--- config.mk ---
export PLATFORM = sky130hd
export DESIGN_NAME = conv_frame_ctrl
export DESIGN_NICKNAME = d
export VERILOG_FILES = /design/src/rtl/conv_frame_ctrl.sv
export SDC_FILE = /design/constraint.sdc
export NUM_CORES = 1
export LEC_CHECK = 0
export CAP_MARGIN = 30
export CORE_MARGIN = 3
export CORE_UTILIZATION = 45
export CTS_CLUSTER_DIAMETER = 60
export DETAILED_ROUTE_END_ITERATION = 7
export PLACE_DENSITY = 0.76
export SLEW_MARGIN = 0
export SYNTH_ARGS = -nofsm -noshare
export SYNTH_HDL_FRONTEND = slang
export SYNTH_SLANG_ARGS = --single-unit
export TNS_END_PERCENT = 50
--- constraint.sdc ---
create_clock -name i_clk -period 4.4 [get_ports i_clk]
set_input_delay 0.66 -clock i_clk [delete_from_list [all_inputs] [get_ports i_clk]]
set_output_delay 0.66 -clock i_clk [all_outputs]
set_load 0.01 [all_outputs]
--- src/rtl/conv_frame_ctrl.sv ---
// Sequencer for a 3x3 convolution over one IMG_W x IMG_H frame held in single-port pixel SRAM.
// Optional build macro CONV_WGT_KEEP_EN adds i_keep_wgt to start a frame on previously loaded weights.
module conv_frame_ctrl #(
  parameter int unsigned IMG_W  = 8,
  parameter int unsigned IMG_H  = 8,
  parameter int unsigned ADDR_W = 6
) (
  input  logic                     i_clk,
  input  logic                     i_rst,
  input  logic                     i_start,
`ifdef CONV_WGT_KEEP_EN
  input  logic                     i_keep_wgt,
`endif
  input  logic                     i_wgt_valid,
  input  logic [7:0]               i_wgt_data,
  output logic                     o_wgt_ready,
  output logic                     o_mem_ren,
  output logic [ADDR_W-1:0]        o_mem_addr,
  input  logic [7:0]               i_mem_rdata,
  output logic [71:0]              o_win_pix,
  output logic [71:0]              o_win_wgt,
  input  logic [7:0]               i_conv_result,
  output logic                     o_out_valid,
  input  logic                     i_out_ready,
  output logic [7:0]               o_out_data,
  output logic [$clog2(IMG_W)-1:0] o_out_x,
  output logic [$clog2(IMG_H)-1:0] o_out_y,
  output logic                     o_busy,
  output logic                     o_done
);

  localparam int unsigned XW = $clog2(IMG_W);
  localparam int unsigned YW = $clog2(IMG_H);
  localparam logic [XW-1:0] XLast = XW'(IMG_W - 1);
  localparam logic [YW-1:0] YLast = YW'(IMG_H - 1);

  typedef enum logic [2:0] {StIdle, StLoadW, StFetch, StCap, StEmit, StDone} state_e;

  state_e          state_q, state_d;
  logic [3:0]      wcnt_q;
  logic [3:0]      k_q;
  logic [XW-1:0]   x_q;
  logic [YW-1:0]   y_q;
  logic [7:0]      win_q [9];
  logic [7:0]      wgt_q [9];
  // Tap issued last cycle; its read data lands this cycle.
  logic            pend_q;
  logic [3:0]      pend_slot_q;
  logic            pend_inb_q;

  logic [1:0]        kx, ky;
  logic              tap_inb;
  logic [ADDR_W-1:0] tap_addr;
  logic              last_pix;
  logic              reuse_wgt;

`ifdef CONV_WGT_KEEP_EN
  logic wgt_loaded_q;

  always_ff @(posedge i_clk) begin
    if (i_rst) begin
      wgt_loaded_q <= 1'b0;
    end else if (state_q == StLoadW && i_wgt_valid && wcnt_q == 4'd8) begin
      wgt_loaded_q <= 1'b1;
    end
  end

  assign reuse_wgt = i_keep_wgt & wgt_loaded_q;
`else
  assign reuse_wgt = 1'b0;
`endif

  always_comb begin
    kx      = 2'(k_q % 4'd3);
    ky      = 2'(k_q / 4'd3);
    tap_inb = 1'b1;
    if (kx == 2'd0 && x_q == '0)    tap_inb = 1'b0;
    if (kx == 2'd2 && x_q == XLast) tap_inb = 1'b0;
    if (ky == 2'd0 && y_q == '0)    tap_inb = 1'b0;
    if (ky == 2'd2 && y_q == YLast) tap_inb = 1'b0;
    // Negative intermediates only arise for out-of-bounds taps, whose address is discarded.
    tap_addr = ADDR_W'((int'(y_q) + int'(ky) - 1) * int'(IMG_W) + int'(x_q) + int'(kx) - 1);
  end

  assign last_pix = (x_q == XLast) && (y_q == YLast);

  always_ff @(posedge i_clk) begin
    if (i_rst) begin
      state_q <= StIdle;
    end else begin
      state_q <= state_d;
    end
  end

  always_comb begin
    state_d     = state_q;
    o_wgt_ready = 1'b0;
    o_mem_ren   = 1'b0;
    o_mem_addr  = '0;
    o_out_valid = 1'b0;
    o_done      = 1'b0;
    o_busy      = (state_q != StIdle);
    case (state_q)
      StIdle: begin
        if (i_start) state_d = reuse_wgt ? StFetch : StLoadW;
      end
      StLoadW: begin
        o_wgt_ready = 1'b1;
        if (i_wgt_valid && wcnt_q == 4'd8) state_d = StFetch;
      end
      StFetch: begin
        o_mem_ren  = tap_inb;
        o_mem_addr = tap_inb ? tap_addr : '0;
        if (k_q == 4'd8) state_d = StCap;
      end
      StCap: begin
        state_d = StEmit;
      end
      StEmit: begin
        o_out_valid = 1'b1;
        if (i_out_ready) state_d = last_pix ? StDone : StFetch;
      end
      StDone: begin
        o_done  = 1'b1;
        state_d = StIdle;
      end
      default: state_d = StIdle;
    endcase
  end

  always_ff @(posedge i_clk) begin
    if (i_rst) begin
      wcnt_q      <= '0;
      k_q         <= '0;
      x_q         <= '0;
      y_q         <= '0;
      pend_q      <= 1'b0;
      pend_slot_q <= '0;
      pend_inb_q  <= 1'b0;
      for (int i = 0; i < 9; i++) begin
        win_q[i] <= '0;
        wgt_q[i] <= '0;
      end
    end else begin
      pend_q <= 1'b0;
      if (pend_q) win_q[pend_slot_q] <= pend_inb_q ? i_mem_rdata : 8'h00;

      if (state_q == StIdle && i_start) begin
        x_q <= '0;
        y_q <= '0;
        k_q <= '0;
      end

      if (state_q == StLoadW && i_wgt_valid) begin
        wgt_q[wcnt_q] <= i_wgt_data;
        wcnt_q        <= (wcnt_q == 4'd8) ? 4'd0 : wcnt_q + 4'd1;
      end

      if (state_q == StFetch) begin
        pend_q      <= 1'b1;
        pend_slot_q <= k_q;
        pend_inb_q  <= tap_inb;
        k_q         <= (k_q == 4'd8) ? 4'd0 : k_q + 4'd1;
      end

      if (state_q == StEmit && i_out_ready) begin
        if (x_q == XLast) begin
          x_q <= '0;
          y_q <= last_pix ? '0 : y_q + 1'b1;
        end else begin
          x_q <= x_q + 1'b1;
        end
      end
    end
  end

  always_comb begin
    o_win_pix = '0;
    o_win_wgt = '0;
    for (int i = 0; i < 9; i++) begin
      o_win_pix[71-8*i -: 8] = win_q[i];
      o_win_wgt[71-8*i -: 8] = wgt_q[i];
    end
  end

  assign o_out_data = i_conv_result;
  assign o_out_x    = x_q;
  assign o_out_y    = y_q;

endmodule

Word level (Yosys, flattened, before mapping)

Memories as Yosys holds them, arrays and structs flattened.
Cells that the tools add are included.

Add/subtract/negate cells: 9
Equality and inequality tests: 15
Muxes and demuxes: 43
Reduce and logical (&&, ||, !) cells: 20
Divide/modulo/power cells: 2

Operator list:

| cell                                                                  | number |
|---|---|
| 3-bit 2-to-1 mux                                                      | 12 |
| 4-bit 2-to-1 mux                                                      | 6 |
| 8-bit 2-to-1 mux                                                      | 3 |
| 1-bit 2-to-1 mux                                                      | 19 |
| 8-bit OR reduction                                                    | 2 |
| 3-bit case mux with 5 select lines                                    | 1 |
| 3-bit equality test, second input constant                            | 4 |
| 6-bit 2-to-1 mux                                                      | 2 |
| 1-bit logical AND                                                     | 9 |
| 3-bit logical NOT                                                     | 3 |
| 4-bit by 1-bit adder with 4-bit output, second input constant         | 2 |
| 4-bit equality test, second input constant                            | 2 |
| 3-bit by 1-bit adder with 3-bit output, second input constant         | 2 |
| 6-bit by 3-bit adder with 6-bit output                                | 1 |
| 6-bit by 4-bit adder with 6-bit output                                | 1 |
| 3-bit by 2-bit equality test with 1-bit output, second input constant | 2 |
| 2-bit != test, second input constant                                  | 3 |
| 6-bit by 2-bit subtractor with 6-bit output, second input constant    | 1 |
| 4-bit by 2-bit divider with 4-bit output, second input constant       | 1 |
| 2-bit equality test, second input constant                            | 2 |
| 2-bit logical NOT                                                     | 2 |
| 4-bit by 2-bit modulo with 4-bit output, second input constant        | 1 |
| 4-bit AND reduction                                                   | 1 |
| 2-bit nonzero test                                                    | 2 |
| 5 further kinds                                                       | 5 |

RAM bits: 144
Logic and storage cells: 99
Flip-flop bits (word level): 23
Memories kept: 2

Memory list:

| name  | depth | bits a word | read ports | clocked after memory_dff | write ports | line | text |
|---|---|---|---|---|---|---|---|
| wgt_q | 9     | 8           | 9          | 0                        | 9           | 45   | `logic [7:0] wgt_q [9];` |
| win_q | 9     | 8           | 9          | 0                        | 9           | 44   | `logic [7:0] win_q [9];` |

Longest topological paths before layout

Gate-level depths: netlist of the first run.

Depth after elaboration: 9
Gate-level depth with buffers: 19
Mapped depth without buffers: 18

Worst setup path before layout of the first run

No wires, ideal clock.

Path type: register to output
Start: register k_q[2]
End: output port o_mem_addr[5]
Slack: 0.180 ns
Arrival time: 3.560 ns
Cell stages (with the launch flop): 19
Cells stage by stage: dfxtp_1 -> buf_2 -> nor2b_1 -> ha_1 -> inv_1 -> ha_1 -> nor2b_1 -> a221oi_2 -> ha_1 -> o21bai_1 -> mux2i_1 -> ha_1 -> inv_1 -> ha_1 -> fa_1 -> a21o_1 -> a21oi_1 -> xnor2_1 -> and2_1

Word-level cells in the longest chain between the ends: 9
Elaborated cells on any way between the ends: 21
Classes of those cells: add/sub (5); div (2); eq/ne (2); mux (6); reduce/logical (6)

Ends and longest elaborated chain:

| element                                                                        | line | text |
|---|---|---|
| start: declaration                                                             | 41   | `logic [3:0] k_q;` |
| start signal: assignment                                                       | 163  | `k_q <= (k_q == 4'd8) ? 4'd0 : k_q + 4'd1;` |
| branches (longest 7 deep; another with 6-bit by 4-bit adder with 6-bit output) | -    |  |
| 6-bit 2-to-1 mux *                                                             | 113  | `o_mem_addr = tap_inb ? tap_addr : '0;` |
| 6-bit 2-to-1 mux *                                                             | 103  | `case (state_q)` |
| end: declaration                                                               | 18   | `output logic [ADDR_W-1:0] o_mem_addr,` |

Every way passes the cells marked *.

Final worst setup path of the first run

Start: register k_q[2]
End: output port o_mem_addr[3]

The elaborated chain is that of the path after synthesis.

==> impl_summary.md, run 1 <==
Worst setup path
The most frequent cell on the critical path is sky130_fd_sc_hd__ha_4. The highest-delay cell along the critical path is sky130_fd_sc_hd__fa_2. The capturing element type of the critical path is an output pin. By startpoint and endpoint, the worst setup path is classified as flip-flop to output pin. In this run the worst path has a maximum fanout of 2. The required time at the endpoint of the critical path is 3740 ps. The number of buffer and inverter instances along the worst setup path is 4. The maximum single-stage delay on the critical path is 360 ps. The critical path goes through nor2b_4, ha_4, inv_2, ha_4, nor2b_4, a221oi_4, ha_2, o21bai_4, mux2i_1, ha_1, inv_2, ha_4, fa_2, buf_4, xor2_1, and2_1, dlygate4sd2_1. The signal arrival time at the worst endpoint is 3620 ps. The top cell family by delay on the critical path is adder cells.

The count of cell instances traversed by the critical path is 17. The startpoint kind of the worst setup timing path is a flip-flop. The worst reg2reg path depth is 5.

Place
The total instance count after detailed placement is 960. The worst-case setup slack after placement is -154 ps. The global placement routability congestion is 0.837.

The placed cell area is 0.00925 mm². Buffers placed on the I/O ports in this run total 181. The wire-length estimate of the detail-placed layout is 13000 µm.

Timing
Across all setup checks in the final design, the least slack found is 123 ps. The final count of hold timing violations is 0. Timing would allow up to 234 MHz. Setup repair after global routing could not meet its margin everywhere. The normalized max-slew margin is 0.654. The final count of pins violating max slew came to 0. The final count of negative-setup-slack endpoints is 0. Dividing the final minimum period by the clock period gives 0.972.

The transition time at the pin with the least slew margin is 519 ps. The routed design could run at a clock period as short as 4280 ps. The clock arrives with 10.5 ps of skew.

Power
The design draws 3.75 mW. The share of total power dissipated in the clock network is 0.373. The share of total power dissipated in sequential elements is 0.491. The maximum resistive drop on vdd is 0.311 mV. The internal power of the cells totals 2.86 mW.

Of the total power, combinational logic draws 0.136. The total power density per cell area is 378 mW/mm². Summed over all cells, the static leakage comes to 3.64 nW. Of the total power, the share spent switching nets is 0.237. In this run the power spent charging and discharging nets is 0.891 mW.

Layout
In the final layout, the share of cells above drive strength 1 is 0.0948. The most frequent standard cell in the layout excluding fill and tap cells is sky130_fd_sc_hd__clkdlybuf4s50_1. The area of the multi-input gates is 0.00233 mm². At the end of the flow the core is filled with cells to 0.644. The final layout contains 824 nets. Leaving out fill and tap cells, the most frequent cells in the layout are sky130_fd_sc_hd__clkdlybuf4s50_1 (177), sky130_fd_sc_hd__edfxtp_1 (144), sky130_fd_sc_hd__nor2_1 (108). The layout-stage area growth over the synthesis result is 38.1%. Registers take 0.00479 mm². The final antenna diode count is 0. The finished cells cover 0.00993 mm².

The post-layout instance count excluding filler cells is 992. The final-layout fill cell count is 1135.

Synthesis
The sequential element share of the synthesized area is 0.665. The area of the mapped netlist is 0.00720 mm². The number of nets in the synthesized netlist is 630. During synthesis, Yosys emitted a total of 0 warnings. A synthesized cell averages 12.5 µm².

The cell count after synthesis is 575. The share of synthesized flip-flops with an asynchronous set or reset is 0. Counting flops and latches in the post-synthesis netlist gives 167. Counting flops with a built-in enable in the synthesized netlist gives 144.

The most used flip-flop cell after synthesis is sky130_fd_sc_hd__edfxtp_1. The number of unique standard cell types used by synthesis is 49.

Detailed routing
The detailed-route vias per instance is 5.02. The post-detailed-route count of antenna-violating nets is 0. The number of vias after detailed routing is 4978. In the final routed layout, each cell accounts on average for 18.2 µm. The final layout contains routed wiring with a total length of 18100 µm. The pre-antenna-repair detailed-routing pass consisted of 5 iterations. For this run, design rule violations remaining after detail routing come to 0. The first routing iteration left 358 violations.

Clocking
CTS placed an instance of sky130_fd_sc_hd__clkbuf_16 at the clock tree root. The clock latency reported for the late side of the worst-skew pair is 420 ps. The clock edge transition at the registers on the reported setup and hold paths is 60 ps. The TritonCTS sink count is 167. The H-tree was split into 4 levels. The clock tree from TritonCTS is yes.

The TritonCTS buffer count is 17. Counting along the longest clock path gives a buffer depth of 2.

Min path
The path class of the tightest hold or removal check is flip-flop to flip-flop. The count of cells along the worst hold path is 2.

Status
The run finished with clean final reports.

Floorplan
During I/O placement, the number of pins put on the boundary was 198. The effective utilization at floorplan is 0.466. The die outline area is 0.0175 mm². The initialized floorplan defines 45 standard-cell rows. Measured along the y axis, the die boundary spans 132 µm. The placeable core region is 0.0154 mm². The floorplan step set the die width to 132 µm.

Flow run
The number of max-cap violations is 0.

GRT
The initial antenna violation count is 0. The total global routing overflow is 0. The number of global-route vias before repair came to 5100. The first-pass GRT wire length is 28100 µm. The maximum number of pins on one net before global-route repair is 43. The global-route usage over all layers is 0.208.
==> Yosys cell counts (2+ instances only) <==
cell type / number / area share
sky130_fd_sc_hd__buf_2: 2 / 0.0014
sky130_fd_sc_hd__dfxtp_1: 23 / 0.064
sky130_fd_sc_hd__ha_1: 25 / 0.043
sky130_fd_sc_hd__nor2_4: 4 / 0.0063
sky130_fd_sc_hd__and2_1: 80 / 0.070
sky130_fd_sc_hd__xor2_1: 3 / 0.0037
sky130_fd_sc_hd__nand3b_1: 5 / 0.0052
sky130_fd_sc_hd__a22oi_1: 5 / 0.0052
sky130_fd_sc_hd__o21bai_1: 2 / 0.0021
sky130_fd_sc_hd__mux2i_1: 4 / 0.0056
sky130_fd_sc_hd__a21o_1: 4 / 0.0042
sky130_fd_sc_hd__xnor2_1: 6 / 0.0073
sky130_fd_sc_hd__nor3_1: 5 / 0.0035
sky130_fd_sc_hd__nor2_1: 108 / 0.056
sky130_fd_sc_hd__nand2_1: 33 / 0.017
sky130_fd_sc_hd__nand2b_1: 18 / 0.016
sky130_fd_sc_hd__nor2b_1: 10 / 0.0087
sky130_fd_sc_hd__a21oi_1: 14 / 0.0097
sky130_fd_sc_hd__buf_4: 8 / 0.0083
sky130_fd_sc_hd__nand3_1: 6 / 0.0042
sky130_fd_sc_hd__or2_2: 4 / 0.0035
sky130_fd_sc_hd__or2_1: 4 / 0.0035
sky130_fd_sc_hd__o21ai_0: 5 / 0.0035
sky130_fd_sc_hd__clkbuf_1: 7 / 0.0037
sky130_fd_sc_hd__inv_1: 22 / 0.011
sky130_fd_sc_hd__nor3b_1: 2 / 0.0021
sky130_fd_sc_hd__edfxtp_1: 144 / 0.60
==> state kept, by name, indices dropped and copies added, names as in the netlist <==
register     count
wcnt_q           4
pend_inb_q       1
o_out_y          3
state_q          3
win_q           72
k_q              4
pend_q           1
o_out_x          3
wgt_q           72
pend_slot_q      4
==> layer usage <==
layer	up-vias	global-route usage	wire length, µm
li1	2349	-	-
met1	2414	0.246	7120
met2	182	0.365	9470
met3	33	0.0494	1040
met4	0	0.0820	466
met5	-	0	0
==> power by group through the flow <==
stage	clock network [mW]	registers (mW)	logic, mW
floorplan	0	1.88	0.248
finish	1.40	1.84	0.510
global placement	0	1.87	0.479
detailed placement	0	1.88	0.493
global route	1.48	1.85	0.554
CTS	1.42	1.84	0.498
==> worst paths after layout <==
check,to,startpoint,slack (ps)
max,o_mem_addr[3],k_q[2],120
min,pend_slot_q[2],pend_slot_q[2],490
max reg2reg,wgt_q[3][1],state_q[0],1870
min reg2reg,pend_slot_q[2],pend_slot_q[2],490
==> per-stage QoR <==
step / setup TNS, ps / hold WS [ps]
detailed placement: -154 / 478
global placement: 0 / 471
finish: 0 / 487
floorplan: 0 / 458
CTS: -181 / 486
global route: -56.4 / 516
==> cell type report <==
type                    count  area share
clock inverters             7     0.00995
clock buffers              24      0.0455
flip-flops and latches    167       0.482
inverters                  23     0.00894
repair buffers            194       0.192
well taps                 211      0.0266
multi-input cells         366       0.235
==> worst reg2reg max path, delay by kind of cell, from the launching register on <==
family	cells	cell delay [ps]
flip-flops	1	520
AND/OR/NAND/NOR	4	1600
buffers and inverters	1	80
==> logic make-up (layout without fill, tap and decap cells) <==
family                   Yosys count  count (layout)  share of synthesized area
AO/OA/AOI/OAI                     40              40                     0.0374
XOR/XNOR                           9               9                     0.0110
adder cells (fa/ha/maj)           26              26                     0.0463
buffers and inverters             42             248                     0.0278
flip-flops                       167             167                      0.665
multiplexers                       4               4                    0.00556
AND/OR/NAND/NOR                  287             287                      0.207
==> timing repair <==
action                     in CTS  in global routing
pin swaps                       2                 10
hold buffers                    0                  0
resized for setup              13                 25
setup buffers                   0                  1
setup endpoints to repair       4                  4
Power figures use the tool's default switching activity.
==> run 2, diff against run 1 <==
- HOLD_SLACK_MARGIN: not set -> 0.12
==> results of run 2 <==
Same layout as run 1: the final DEF is identical, and so are final timing and power.
